===== config.mk =====
export PLATFORM = sky130hd
export DESIGN_NAME = uart_rx_fifo
export DESIGN_NICKNAME = d
export VERILOG_FILES = /design/src/rtl/uart_pkg.sv /design/src/rtl/sync_fifo.sv /design/src/rtl/uart_rx_fifo.sv
export SDC_FILE = /design/constraint.sdc
export NUM_CORES = 1
export LEC_CHECK = 0
export CAP_MARGIN = 20
export CORE_ASPECT_RATIO = 0.6
export CORE_MARGIN = 2
export CORE_UTILIZATION = 50
export DETAILED_ROUTE_END_ITERATION = 8
export HOLD_SLACK_MARGIN = 0.03
export PLACE_DENSITY = 0.66
export SETUP_SLACK_MARGIN = 0.1
export SYNTH_ARGS = -nofsm -noshare
export SYNTH_HDL_FRONTEND = slang
export SYNTH_HIERARCHICAL = 1
export SYNTH_SLANG_ARGS = --single-unit

===== constraint.sdc =====
create_clock -name clock -period 2.75 [get_ports clock]
set_input_delay 0.55 -clock clock [delete_from_list [all_inputs] [get_ports clock]]
set_output_delay 0.55 -clock clock [all_outputs]
set_load 0.02 [all_outputs]

===== src/rtl/uart_pkg.sv =====
// uart_pkg: shared definitions for the UART receive path.
//   - DEF_CLK_FREQ_HZ / DEF_BAUD : default clock and line rate
//   - rx_state_t                 : receiver FSM state encoding
package uart_pkg;

    localparam int unsigned DEF_CLK_FREQ_HZ = 24000000;
    localparam int unsigned DEF_BAUD        = 115200;

    typedef enum logic [2:0] {
        ST_IDLE,
        ST_START,
        ST_DATA,
        ST_PARITY,
        ST_STOP
    } rx_state_t;

endpackage


===== src/rtl/sync_fifo.sv =====
// sync_fifo: single-clock FIFO with (AW+1)-bit wrapping pointers.
//   clock, reset       : clock, synchronous active-high reset
//   wr_en, wr_data     : push request and data (accepted when not full,
//                        or when full and a pop happens the same cycle)
//   rd_en              : pop request (ignored when empty)
//   rd_data            : head entry, combinational; 0 while empty
//   empty, full, level : status derived from the pointers
module sync_fifo #(
    parameter int unsigned WIDTH = 8,
    parameter int unsigned AW    = 4
) (
    input  logic             clock,
    input  logic             reset,
    input  logic             wr_en,
    input  logic [WIDTH-1:0] wr_data,
    input  logic             rd_en,
    output logic [WIDTH-1:0] rd_data,
    output logic             empty,
    output logic             full,
    output logic [AW:0]      level
);

    logic [WIDTH-1:0] mem [0:(1 << AW) - 1];
    logic [AW:0]      wr_ptr;
    logic [AW:0]      rd_ptr;
    logic             do_wr;
    logic             do_rd;

    assign empty = (wr_ptr == rd_ptr);
    assign full  = (wr_ptr[AW] != rd_ptr[AW]) && (wr_ptr[AW-1:0] == rd_ptr[AW-1:0]);
    assign level = wr_ptr - rd_ptr;

    assign do_rd = rd_en && !empty;
    // When full, a simultaneous pop frees the slot being overwritten.
    assign do_wr = wr_en && (!full || do_rd);

    assign rd_data = empty ? '0 : mem[rd_ptr[AW-1:0]];

    always_ff @(posedge clock) begin
        if (reset) begin
            wr_ptr <= '0;
            rd_ptr <= '0;
        end else begin
            if (do_wr) wr_ptr <= wr_ptr + 1'b1;
            if (do_rd) rd_ptr <= rd_ptr + 1'b1;
        end
    end

    always_ff @(posedge clock) begin
        if (!reset && do_wr) mem[wr_ptr[AW-1:0]] <= wr_data;
    end

endmodule


===== src/rtl/uart_rx_fifo.sv =====
// uart_rx_fifo: 8N1 UART receiver feeding a 2^FIFO_AW entry FIFO.
//   clock, reset          : clock, synchronous active-high reset
//   uart_rx               : asynchronous serial input, idle high
//   rx_data, rx_valid     : FIFO head and not-empty indication
//   rx_ready              : pop strobe (pops when rx_valid is also high)
//   err_clr               : clears the sticky error flags
//   framing_err, overrun_err, parity_err : sticky error flags
//   fifo_level            : current FIFO occupancy
// Build option: define UART_RX_PARITY_EN to receive one even-parity bit
// between the data and the stop bit; otherwise parity_err is tied to 0.
module uart_rx_fifo
    import uart_pkg::*;
#(
    parameter int unsigned CLK_FREQ_HZ = DEF_CLK_FREQ_HZ,
    parameter int unsigned BAUD        = DEF_BAUD,
    parameter int unsigned FIFO_AW     = 4
) (
    input  logic               clock,
    input  logic               reset,
    input  logic               uart_rx,
    output logic [7:0]         rx_data,
    output logic               rx_valid,
    input  logic               rx_ready,
    input  logic               err_clr,
    output logic               framing_err,
    output logic               overrun_err,
    output logic               parity_err,
    output logic [FIFO_AW:0]   fifo_level
);

    localparam int unsigned CLKS_PER_BIT = CLK_FREQ_HZ / BAUD;
    localparam int unsigned HALF         = CLKS_PER_BIT / 2;
    localparam int unsigned CW           = $clog2(CLKS_PER_BIT + 1);

    logic [1:0]    sync_q;
    logic          rx_s;
    rx_state_t     state_q, state_d;
    logic [CW-1:0] cnt_q, cnt_d;
    logic [2:0]    bit_q, bit_d;
    logic [7:0]    shift_q, shift_d;
    logic          bit_tick;
    logic          half_tick;
    logic          push;
    logic          pop;
    logic          frm_set;
    logic          ovr_set;
    logic          fifo_empty;
    logic          fifo_full;

    always_ff @(posedge clock) begin
        if (reset) sync_q <= '1;
        else       sync_q <= {sync_q[0], uart_rx};
    end
    assign rx_s = sync_q[1];

    assign bit_tick  = (cnt_q == CW'(CLKS_PER_BIT - 1));
    assign half_tick = (cnt_q == CW'(HALF - 1));

`ifdef UART_RX_PARITY_EN
    logic par_q, par_d;
    logic par_set;
    logic par_bad;

    // Even parity: data bits plus parity bit must hold an even count of ones.
    assign par_bad = ^{shift_q, par_q};

    always_ff @(posedge clock) begin
        if (reset) par_q <= 1'b0;
        else       par_q <= par_d;
    end
`endif

    always_ff @(posedge clock) begin
        if (reset) begin
            state_q <= ST_IDLE;
            cnt_q   <= '0;
            bit_q   <= '0;
            shift_q <= '0;
        end else begin
            state_q <= state_d;
            cnt_q   <= cnt_d;
            bit_q   <= bit_d;
            shift_q <= shift_d;
        end
    end

    always_comb begin
        state_d = state_q;
        cnt_d   = cnt_q;
        bit_d   = bit_q;
        shift_d = shift_q;
        push    = 1'b0;
        frm_set = 1'b0;
`ifdef UART_RX_PARITY_EN
        par_d   = par_q;
        par_set = 1'b0;
`endif
        case (state_q)
            ST_IDLE: begin
                cnt_d = '0;
                if (!rx_s) state_d = ST_START;
            end
            ST_START: begin
                if (half_tick) begin
                    cnt_d = '0;
                    bit_d = '0;
                    // A line back high at mid start bit is treated as a glitch.
                    state_d = rx_s ? ST_IDLE : ST_DATA;
                end else begin
                    cnt_d = cnt_q + 1'b1;
                end
            end
            ST_DATA: begin
                if (bit_tick) begin
                    cnt_d   = '0;
                    shift_d = {rx_s, shift_q[7:1]};
                    bit_d   = bit_q + 1'b1;
                    if (bit_q == 3'd7) begin
`ifdef UART_RX_PARITY_EN
                        state_d = ST_PARITY;
`else
                        state_d = ST_STOP;
`endif
                    end
                end else begin
                    cnt_d = cnt_q + 1'b1;
                end
            end
`ifdef UART_RX_PARITY_EN
            ST_PARITY: begin
                if (bit_tick) begin
                    cnt_d   = '0;
                    par_d   = rx_s;
                    state_d = ST_STOP;
                end else begin
                    cnt_d = cnt_q + 1'b1;
                end
            end
`endif
            ST_STOP: begin
                if (bit_tick) begin
                    cnt_d   = '0;
                    // Back to IDLE on the sample itself so a following start
                    // bit right after a single stop bit is not missed.
                    state_d = ST_IDLE;
                    frm_set = !rx_s;
`ifdef UART_RX_PARITY_EN
                    par_set = par_bad;
                    push    = rx_s && !par_bad;
`else
                    push    = rx_s;
`endif
                end else begin
                    cnt_d = cnt_q + 1'b1;
                end
            end
            default: state_d = ST_IDLE;
        endcase
    end

    assign rx_valid = !fifo_empty;
    assign pop      = rx_valid && rx_ready;
    assign ovr_set  = push && fifo_full && !pop;

    sync_fifo #(
        .WIDTH (8),
        .AW    (FIFO_AW)
    ) u_fifo (
        .clock   (clock),
        .reset   (reset),
        .wr_en   (push),
        .wr_data (shift_q),
        .rd_en   (pop),
        .rd_data (rx_data),
        .empty   (fifo_empty),
        .full    (fifo_full),
        .level   (fifo_level)
    );

    // Sticky flags: a set event outranks err_clr in the same cycle.
    always_ff @(posedge clock) begin
        if (reset) begin
            framing_err <= 1'b0;
            overrun_err <= 1'b0;
        end else begin
            if (frm_set)      framing_err <= 1'b1;
            else if (err_clr) framing_err <= 1'b0;
            if (ovr_set)      overrun_err <= 1'b1;
            else if (err_clr) overrun_err <= 1'b0;
        end
    end

`ifdef UART_RX_PARITY_EN
    always_ff @(posedge clock) begin
        if (reset)        parity_err <= 1'b0;
        else if (par_set) parity_err <= 1'b1;
        else if (err_clr) parity_err <= 1'b0;
    end
`else
    assign parity_err = 1'b0;
`endif

endmodule


Yosys cells after proc, flatten, opt, wreduce, memory -nomap -nowiden
Memories as Yosys holds them, arrays and structs flattened. A register that Yosys moved wholly into a read port is not among the register bits.
Cells that the tools add are included.
{"block": "op_classes", "n_reduce_logical": 22, "n_addsub": 5, "muxes": 25, "n_eq_ne": 14}
{"operator": "two-way mux 8 bit", "n": 3}
{"operator": "case mux 8 bit (3 select lines)", "n": 1}
{"operator": "two-way mux 3 bit", "n": 7}
{"operator": "case mux 3 bit (4 select lines)", "n": 1}
{"operator": "adder 5 x 1 -> 5 bit, second input constant", "n": 2}
{"operator": "inequality test 2 bit, second input constant", "n": 5}
{"operator": "two-way mux 1 bit", "n": 9}
{"operator": "adder 8 x 1 -> 8 bit, second input constant", "n": 1}
{"operator": "equality test 8 x 7 -> 1 bit, second input constant", "n": 1}
{"operator": "equality test 8 bit, second input constant", "n": 1}
{"operator": "two-way mux 4 bit", "n": 2}
{"operator": "logical AND 1 bit", "n": 7}
{"operator": "equality test 3 bit, second input constant", "n": 2}
{"operator": "case mux 3 bit (2 select lines)", "n": 1}
{"operator": "nonzero test 2 bit", "n": 3}
{"operator": "equality test 5 bit", "n": 1}
{"operator": "zero test 1 bit", "n": 5}
{"operator": "AND reduction 5 bit", "n": 1}
{"operator": "subtractor 5 bit", "n": 1}
{"operator": "equality test 4 bit", "n": 1}
{"operator": "adder 3 x 1 -> 3 bit, second input constant", "n": 1}
{"operator": "equality test 3 x 1 -> 1 bit, second input constant", "n": 1}
{"operator": "equality test 3 x 2 -> 1 bit, second input constant", "n": 1}
{"operator": "zero test 3 bit", "n": 1}
{"operator": "7 further kinds", "n": 7}
{"block": "word_totals", "register_bits": 36, "wordCells": 76, "mem_count": 1, "ram_bits": 128, "out_inout_bits": 17, "inputBits": 5}
{"name": "u_fifo.mem", "words": 16, "width": 8, "rd": 1, "rd_clocked_by_memory_dff": 1, "wr": 1, "line": "sync_fifo.sv:23", "text": "logic [WIDTH-1:0] mem [0:(1 << AW) - 1];"}

Depth between registers and ports, before layout
Gate-level depths: netlist (run 1).
{"block": "logic_depth", "ltp_word": 9, "mapped_depth": 9, "mapped_depth_nobuf": 9}

By module
Netlist (run 1), hierarchy kept.
{"mod": "sync_fifo", "seq_area_each_um2": 4124.0, "instances": 1, "area_per_inst_um2": 5816.8, "cells_per_inst": 310}
{"mod": "uart_rx_fifo", "seq_area_each_um2": 520.5, "instances": 1, "area_per_inst_um2": 1348.8, "cells_per_inst": 156}

Worst setup path before layout (run 1)
No wires, ideal clock.
{"block": "synth_timing", "path_kind": "reg2reg", "from": "register u_fifo.wr_ptr[0]", "to": "memory u_fifo.mem[1][0], enable pin", "required_ns": 2.380, "setup_time_ns": 0.370, "n_path_buf": 0, "period_less_slack_ns": 2.822, "t_arrival_ns": 2.452, "stages_incl_launch_ff": 9, "path_slack_ns": -0.072, "cell_sequence": "dfxtp_1 inv_1 ha_1 nand4_1 nor2_1 nor2b_1 o31ai_2 or3_1 nor2_1"}
{"block": "synth_via", "elab_chain_cells": 9, "word_cells_on_any_way": 12, "classes_between": "2 x eq/ne; 2 x mux; 8 x reduce/logical"}
{"item": "from (decl)", "line": "sync_fifo.sv:24", "text": "logic [AW:0] wr_ptr;"}
{"item": "from (signal assigned)", "line": "sync_fifo.sv:44", "text": "if (do_wr) wr_ptr <= wr_ptr + 1'b1;"}
{"item": "equality test 5 bit", "line": "sync_fifo.sv:29", "text": "assign empty = (wr_ptr == rd_ptr);"}
{"item": "net fifo_empty", "line": "uart_rx_fifo.sv:47", "text": "logic fifo_empty;"}
{"item": "zero test 1 bit", "line": "uart_rx_fifo.sv:161", "text": "assign rx_valid = !fifo_empty;"}
{"item": "logical AND 1 bit", "line": "uart_rx_fifo.sv:162", "text": "assign pop = rx_valid && rx_ready;"}
{"item": "net pop", "line": "uart_rx_fifo.sv:44", "text": "logic pop;"}
{"item": "logical AND 1 bit", "line": "sync_fifo.sv:33", "text": "assign do_rd = rd_en && !empty;"}
{"item": "logical OR 1 bit", "line": "sync_fifo.sv:35", "text": "assign do_wr = wr_en && (!full || do_rd);"}
{"item": "logical AND 1 bit", "line": "sync_fifo.sv:35"}
{"item": "logical AND 1 bit", "line": "sync_fifo.sv:50", "text": "if (!reset && do_wr) mem[wr_ptr[AW-1:0]] <= wr_data;"}
{"item": "two-way mux 1 bit", "line": "sync_fifo.sv:50"}
{"item": "two-way mux 1 bit (implied by the code)", "line": "sync_fifo.sv:50"}
{"item": "to (decl)", "line": "sync_fifo.sv:23"}
The timed path passes the listed nets, and every way through them passes these cells.

==> impl_metrics.yaml, run 1 <==
sta:
  finalCritPeriodShare_pct: 98.04
  fmax_ghz: 0.3709
  rsz0062_at_grt: "yes"
  fin_setup_tns_ns: 0
  setup_violations: 0
  fin_skew_ns: 0.01274
  period_minus_slack_ns: 2.696
  max_slew_margin_pct: 38.09
  slew_viol_final: 0
  tightestPinTransition_ns: 0.9274
  hold_violations: 0
synth:
  yosys.area.top_type: "edfxtp_1"
  yosysTopAreaCellShare_pct: 53.64
  synth_edf_count: 128
  avgSynthCellArea_sq_um: 15.38
  synth_nets: 484
  synth_area_sq_um: 7166
  ys_top_cells_by_count: "edfxtp_1, dfxtp_1, nor2_1"
  ys_types: 58
  ys_ff_latch: 168
  synth_flop_cell: "edfxtp_1"
  synthArstFlopShare_pct: 0
  yosysWarnings: 6
  synthTopCellsByArea: "edfxtp_1, dfxtp_1, mux4_2, mux4_1, mux2i_1"
  synth_most_common_cell: "edfxtp_1"
  synth_seq_area_share_pct: 64.82
  syn_inst: 466
finish:
  diodes: 0
  multi_input_area_sq_um: 2439
  area_growth_pct: 20.83
  layout-drive-gt1-share_pct: 30.40
  fin_nets: 551
  final_core_util_pct: 62.60
  final-seq-area_sq_um: 4653
  nFillCells: 999
critical_path:
  cp-start-kind: "flip-flop"
  regToRegSetupSlack_ns: 0.29
  worstSetupEndpointType: "output pin"
  r2r-end: "u_fifo/mem[1][7]"
  r2r_start: "u_fifo/rd_ptr[3]"
  arrival_ns: 2.15
  critPathMaxFanout: 7
  worst-setup-path-type: "flip-flop to output pin"
  ff2ff_path_depth: 10
  cp.required_ns: 2.20
placement:
  dp_hpwl_um: 10000
  port_buffers: 20
  gp_congestion: 0.7949
drt:
  drc: 0
  avgViaCountPerCell: 5.780
  avgRoutedWirePerCell_um: 21.62
  ant_nets: 0
  num_vias: 4266
  wl_um: 15960
  first_pass_iters: 5
  initialDrtViolationCount: 411
power_and_ir_drop:
  p_comb_share_pct: 0.8
  power.density_nw_per_um2: 576.4
  p_int_mw: 3.904
  switchingPower_mw: 1.087
  finalPower_mw: 4.991
  pwr-share-seq_pct: 54.0
  vdd_drop_max_mv: 0.4019
  p_leak_nw: 2.918
  p_clk_share_pct: 45.2
  swShare_pct: 21.78
worst_hold_path:
  hold_path_class: "flip-flop to flip-flop"
  hold_path_end: "sync_q[1]"
  hold_start: "sync_q[0]"
  whs_path_depth: 1
clock_tree:
  cts_sinks: 168
  worstSkewPairLatency_ns: 0.42
  h-tree-depth: 4
  cts_buffers: 17
  cts_tree: "built"
  cts_buffer_depth: 2
  clkTransAtPathRegs_ns: 0.07
  ctsHoldBuffers: 0
  cts_root_buf: "clkbuf_16"
run:
  drv_cap: 0
global_route:
  grt-ovfl-total: 0
  grt_pass1_wl_um: 24340
  gr-usage-all-layers_pct: 21.90
  grt_pass1_vias: 4146
  grt_start_max_net_pins: 38
  antenna_found_initial: 0
run_status:
  outcome: "completed"
floorplanning:
  die_area_sq_um: 15340
  die_x_um: 158.6
  initial_core_util_pct: 51.80
  std_cell_rows: 33
  die_y_um: 96.73
  ios: 22
  coreArea_sq_um: 13830
critical path: stages (launching register included):
cell	delay (ns)
dfxtp_4	0.39
buf_12	0.14
buf_6	0.10
mux4_2	0.51
a211oi_4	0.32
a211oi_2	0.06
buf_4	0.21
layout make-up:
type	count	share of cell area (%)
multi-input cells	262	28.16
well taps	192	2.775
repair buffers	71	8.266
inverters	13	0.5636
clock buffers	18	4.957
clock inverters	14	1.532
flip-flops and latches	168	53.74
state kept, by name (all words and copies together) (netlist names), named ones only:
signal         count
u_fifo/mem       128
cnt_q              8
shift_q            8
u_fifo/rd_ptr      5
u_fifo/wr_ptr      5
bit_q              3
state_q            3
sync_q             2
framing_err        1
overrun_err        1
placed cells by master (no fill, tap or decap), drive strengths merged, types with 5 or more instances in the layout:
cell,synthesis,routed
edfxtp,128,128
buf,15,58
dfxtp,40,40
nor2,40,40
mux4,32,32
inv,13,21
a211oi,20,20
clkbuf,8,19
a21oi,18,18
mux2i,17,17
nand2,15,15
nor2b,13,13
o21ai,12,12
ha,12,12
nand3,8,8
nand2b,7,7
clkdlybuf4s50,0,7
xnor2,6,6
o22ai,5,5
nor3,5,5
power groups by stage:
stage	Combinational (mW)	Clock [mW]	Sequential, mW
after floorplan	0.0271	0	2.75
after global routing	0.0417	2.40	2.70
after CTS	0.0375	2.29	2.70
final	0.0376	2.26	2.70
after global placement	0.0361	0	2.75
after detailed placement	0.0376	0	2.75
worst max path at each step:
stage,startpoint,end,slack [ns],depth (start not counted)
floorplan,u_fifo/wr_ptr[0],u_fifo/mem[13][0],0.13,8
global placement,flip-flop,rx_data[0],-0.01,6
detailed placement,flip-flop,rx_data[0],-0.07,6
CTS,flip-flop,rx_data[7],0.006,7
global route,flip-flop,rx_data[7],-0.02,7
finish,flip-flop,rx_data[0],0.05,6
stage by stage:
step                worst slack (ns)  instance area [sq um]  std cells  hold slack (ns)
floorplan                     0.1267                   7178        466           0.3895
detailed placement          -0.06906                   7819        692           0.3937
finish                       0.05383                   8658        738           0.4096
global route                -0.02260                   8658        738           0.4255
CTS                         0.005856                   8488        732           0.4101
global placement            -0.01314                   7819        692           0.3919
what timing repair did:
action | in CTS | in global routing
hold endpoints to repair | 0 | 0
buffers inserted | 7 | 5
gates cloned | 2 | 1
pin swaps | 6 | 13
endpoints found under the setup margin | 13 | 11
resized for setup | 71 | 32
per-layer routing:
metal  global-route usage [%]  share of wire [%]
met1                    35.31                 49
met2                    30.00                 43
met3                    5.018                7.3
met4                    5.405               0.79
met5                        0                  0
kinds of logic (layout without fill, tap and decap cells):
| kind of cell | count (synthesis) | count (layout) | share of synthesized area [%] |
|---|---|---|---|
| multiplexers | 49 | 49 | 12.90 |
| other | 1 | 1 | 0.05233 |
| adder cells (fa/ha/maj) | 15 | 15 | 2.654 |
| XOR/XNOR | 10 | 10 | 1.327 |
| buffers and inverters | 36 | 116 | 2.811 |
| AO/OA/AOI/OAI | 75 | 75 | 7.369 |
| AND/OR/NAND/NOR | 112 | 112 | 8.067 |
| flip-flops | 168 | 168 | 64.82 |
No activity file was read; power rests on OpenSTA's default activity.
==> inputs of run 2 (changes only) <==
Settings changed: ABC_CLOCK_PERIOD_IN_PS set to 2750.
==> results of run 2 <==
Final layout, timing and power as in run 1 (identical DEF).
==> inputs of run 3 (changes only) <==
Settings changed: CELL_PAD_IN_SITES_DETAIL_PLACEMENT set to 0, CELL_PAD_IN_SITES_GLOBAL_PLACEMENT set to 1, CORE_UTILIZATION 50 to 47, PLACE_DENSITY 0.66 to 0.71, RECOVER_POWER set to 25.
==> run 3 against run 2 <==
Against the previous run: worst hold slack gained 0.0057 ns; register-to-register slack lost 0.07 ns; worst setup slack lost 0.044 ns; core utilization shrank 2.8 points; largest power group unchanged; non-clock buffer count grew 9; critical path depth is the same; final area grew 1.3%; sequential share of layout area shrank 0.63 points; sequential power is essentially flat; via count grew 0.33%; wire length grew 2.6%; critical endpoint is now rx_data[7]; first-iteration DRC count shrank 17%.
==> impl_metrics.yaml, run 3 (synthesis gave the netlist of run 1 again) <==
global_route:
  gr-usage-all-layers_pct: 20.83
  grt_pass1_vias: 4103
  grt-ovfl-total: 0
  antenna_found_initial: 0
  grt_pass1_wl_um: 24420
  grt_start_max_net_pins: 27
power_and_ir_drop:
  switchingPower_mw: 1.098
  p_comb_share_pct: 0.8
  p_leak_nw: 2.969
  swShare_pct: 21.56
  vdd_drop_max_mv: 0.3390
  pwr-share-seq_pct: 52.9
  finalPower_mw: 5.094
  power.density_nw_per_um2: 580.5
  p_int_mw: 3.996
  p_clk_share_pct: 46.3
drt:
  avgRoutedWirePerCell_um: 21.74
  highest_layer: "met4"
  wl_um: 16370
  wl_met1_um: 8220
  dr_wl_met2_um: 6857
  avgViaCountPerCell: 5.684
  initialDrtViolationCount: 342
  met3_length_um: 1080
  num_vias: 4280
  drc: 0
  ant_nets: 0
  first_pass_iters: 5
sta:
  fmax_ghz: 0.3650
  slew_viol_final: 0
  finalCritPeriodShare_pct: 99.62
  holdWs_ns: 0.4152
  fin_skew_ns: 0.008740
  hold_violations: 0
  setup_violations: 0
  rsz0062_at_grt: "yes"
  tightestPinTransition_ns: 0.8003
  period_minus_slack_ns: 2.740
  max_slew_margin_pct: 46.57
finish:
  design_area_sq_um: 8775
  diodes: 0
  layout-drive-gt1-share_pct: 32.97
  stdcell_count: 753
  nFillCells: 1153
  final_common_cell: "edfxtp_1"
  largest_register_ffs: 128
  multi_input_area_sq_um: 2455
  fin_nets: 560
  final-seq-area_sq_um: 4661
  area_growth_pct: 22.46
  layout_common_cells: "edfxtp_1, buf_4, dfxtp_1"
run:
  drv_cap: 0
critical_path:
  critPathMaxFanout: 6
  r2r_start: "u_fifo/rd_ptr[1]"
  regToRegSetupSlack_ns: 0.22
  cp-start-kind: "flip-flop"
  worstSetupEndpointType: "output pin"
  cp.required_ns: 2.20
  worst-setup-path-type: "flip-flop to output pin"
  arrival_ns: 2.19
  ff2ff_path_depth: 11
floorplanning:
  coreArea_sq_um: 14680
  std_cell_rows: 34
  initial_core_util_pct: 48.82
  die_x_um: 163.4
  die_y_um: 99.65
  die_area_sq_um: 16280
  ios: 22
placement:
  dp.cells: 698
  gp_congestion: 0.7946
  place_area_sq_um: 7839
  dp_hpwl_um: 10460
  port_buffers: 20
worst_hold_path:
  whs_path_depth: 1
  hold_path_class: "flip-flop to flip-flop"
  hold_start: "sync_q[0]"
clock_tree:
  cts_tree: "built"
  cts_buffers: 17
  cts_buffer_depth: 2
  cts_sinks: 168
  h-tree-depth: 4
  clkTransAtPathRegs_ns: 0.07
  cts_root_buf: "clkbuf_16"
  ctsHoldBuffers: 0
  worstSkewPairLatency_ns: 0.43
run_status:
  outcome: "completed"
run 3: cell count changes in the layout (fill, tap and decap cells not counted), sizes merged:
cell         change
bufinv           +1
dlygate4sd2      -2
clkinv           -2
clkinvlp         -1
buf              +8
bufbuf           -1
clkbuf           +4
inv              +2
run 3: layout make-up:
cell class              count  share of cell area, %
repair buffers             80                  8.912
flip-flops and latches    168                  53.12
clock buffers              18                  4.891
well taps                 198                  2.823
multi-input cells         262                  27.98
inverters                  13                 0.5561
clock inverters            14                  1.725
run 3: stage by stage:
| step | util (%) | TNS (ns) | worst slack (ns) |
|---|---|---|---|
| after detailed placement | 53.41 | 0 | 0.008715 |
| after CTS | 57.66 | -0.08025 | -0.05088 |
| after floorplan | - | 0 | 0.1267 |
| after global routing | 59.79 | -0.1066 | -0.03727 |
| final | 59.79 | 0 | 0.01032 |
| after global placement | 53.41 | 0 | 0.001944 |
run 3: worst max-delay path, cell delays in order, from the launching register on:
cell and delay, ns:
dfxtp_4 0.41, buf_12 0.14, buf_4 0.11, mux4_2 0.47, mux2i_1 0.30, a211oi_2 0.13
buf_4 0.21
run 3: metal layers:
metal,vias up,GRT usage [%]
li1,1970,-
met1,2186,32.81
met2,108,28.21
met3,16,6.088
met4,0,5.106
met5,-,0
run 3: repair_timing:
item | CTS | global route
pin swaps | 3 | 17
gates resized for setup | 60 | 60
buffers inserted | 9 | 11
setup endpoints to repair | 13 | 140
endpoints found under the hold margin | 0 | 0
cloned | 0 | 3
run 3: final timing paths:
check | to
setup / recovery | rx_data[7]
hold / removal | sync_q[1]
setup reg to reg | u_fifo/mem[8][2]
hold reg to reg | sync_q[1]
run 3: power by group through the flow:
| stage | sequential [mW] | combinational [mW] | clock [mW] |
|---|---|---|---|
| 4_1_cts | 2.70 | 0.0393 | 2.39 |
| 3_3_place_gp | 2.75 | 0.0384 | 0 |
| 6_report | 2.69 | 0.0396 | 2.36 |
| 5_1_grt | 2.69 | 0.0436 | 2.51 |
| 3_5_place_dp | 2.75 | 0.0392 | 0 |
| 2_1_floorplan | 2.75 | 0.0271 | 0 |
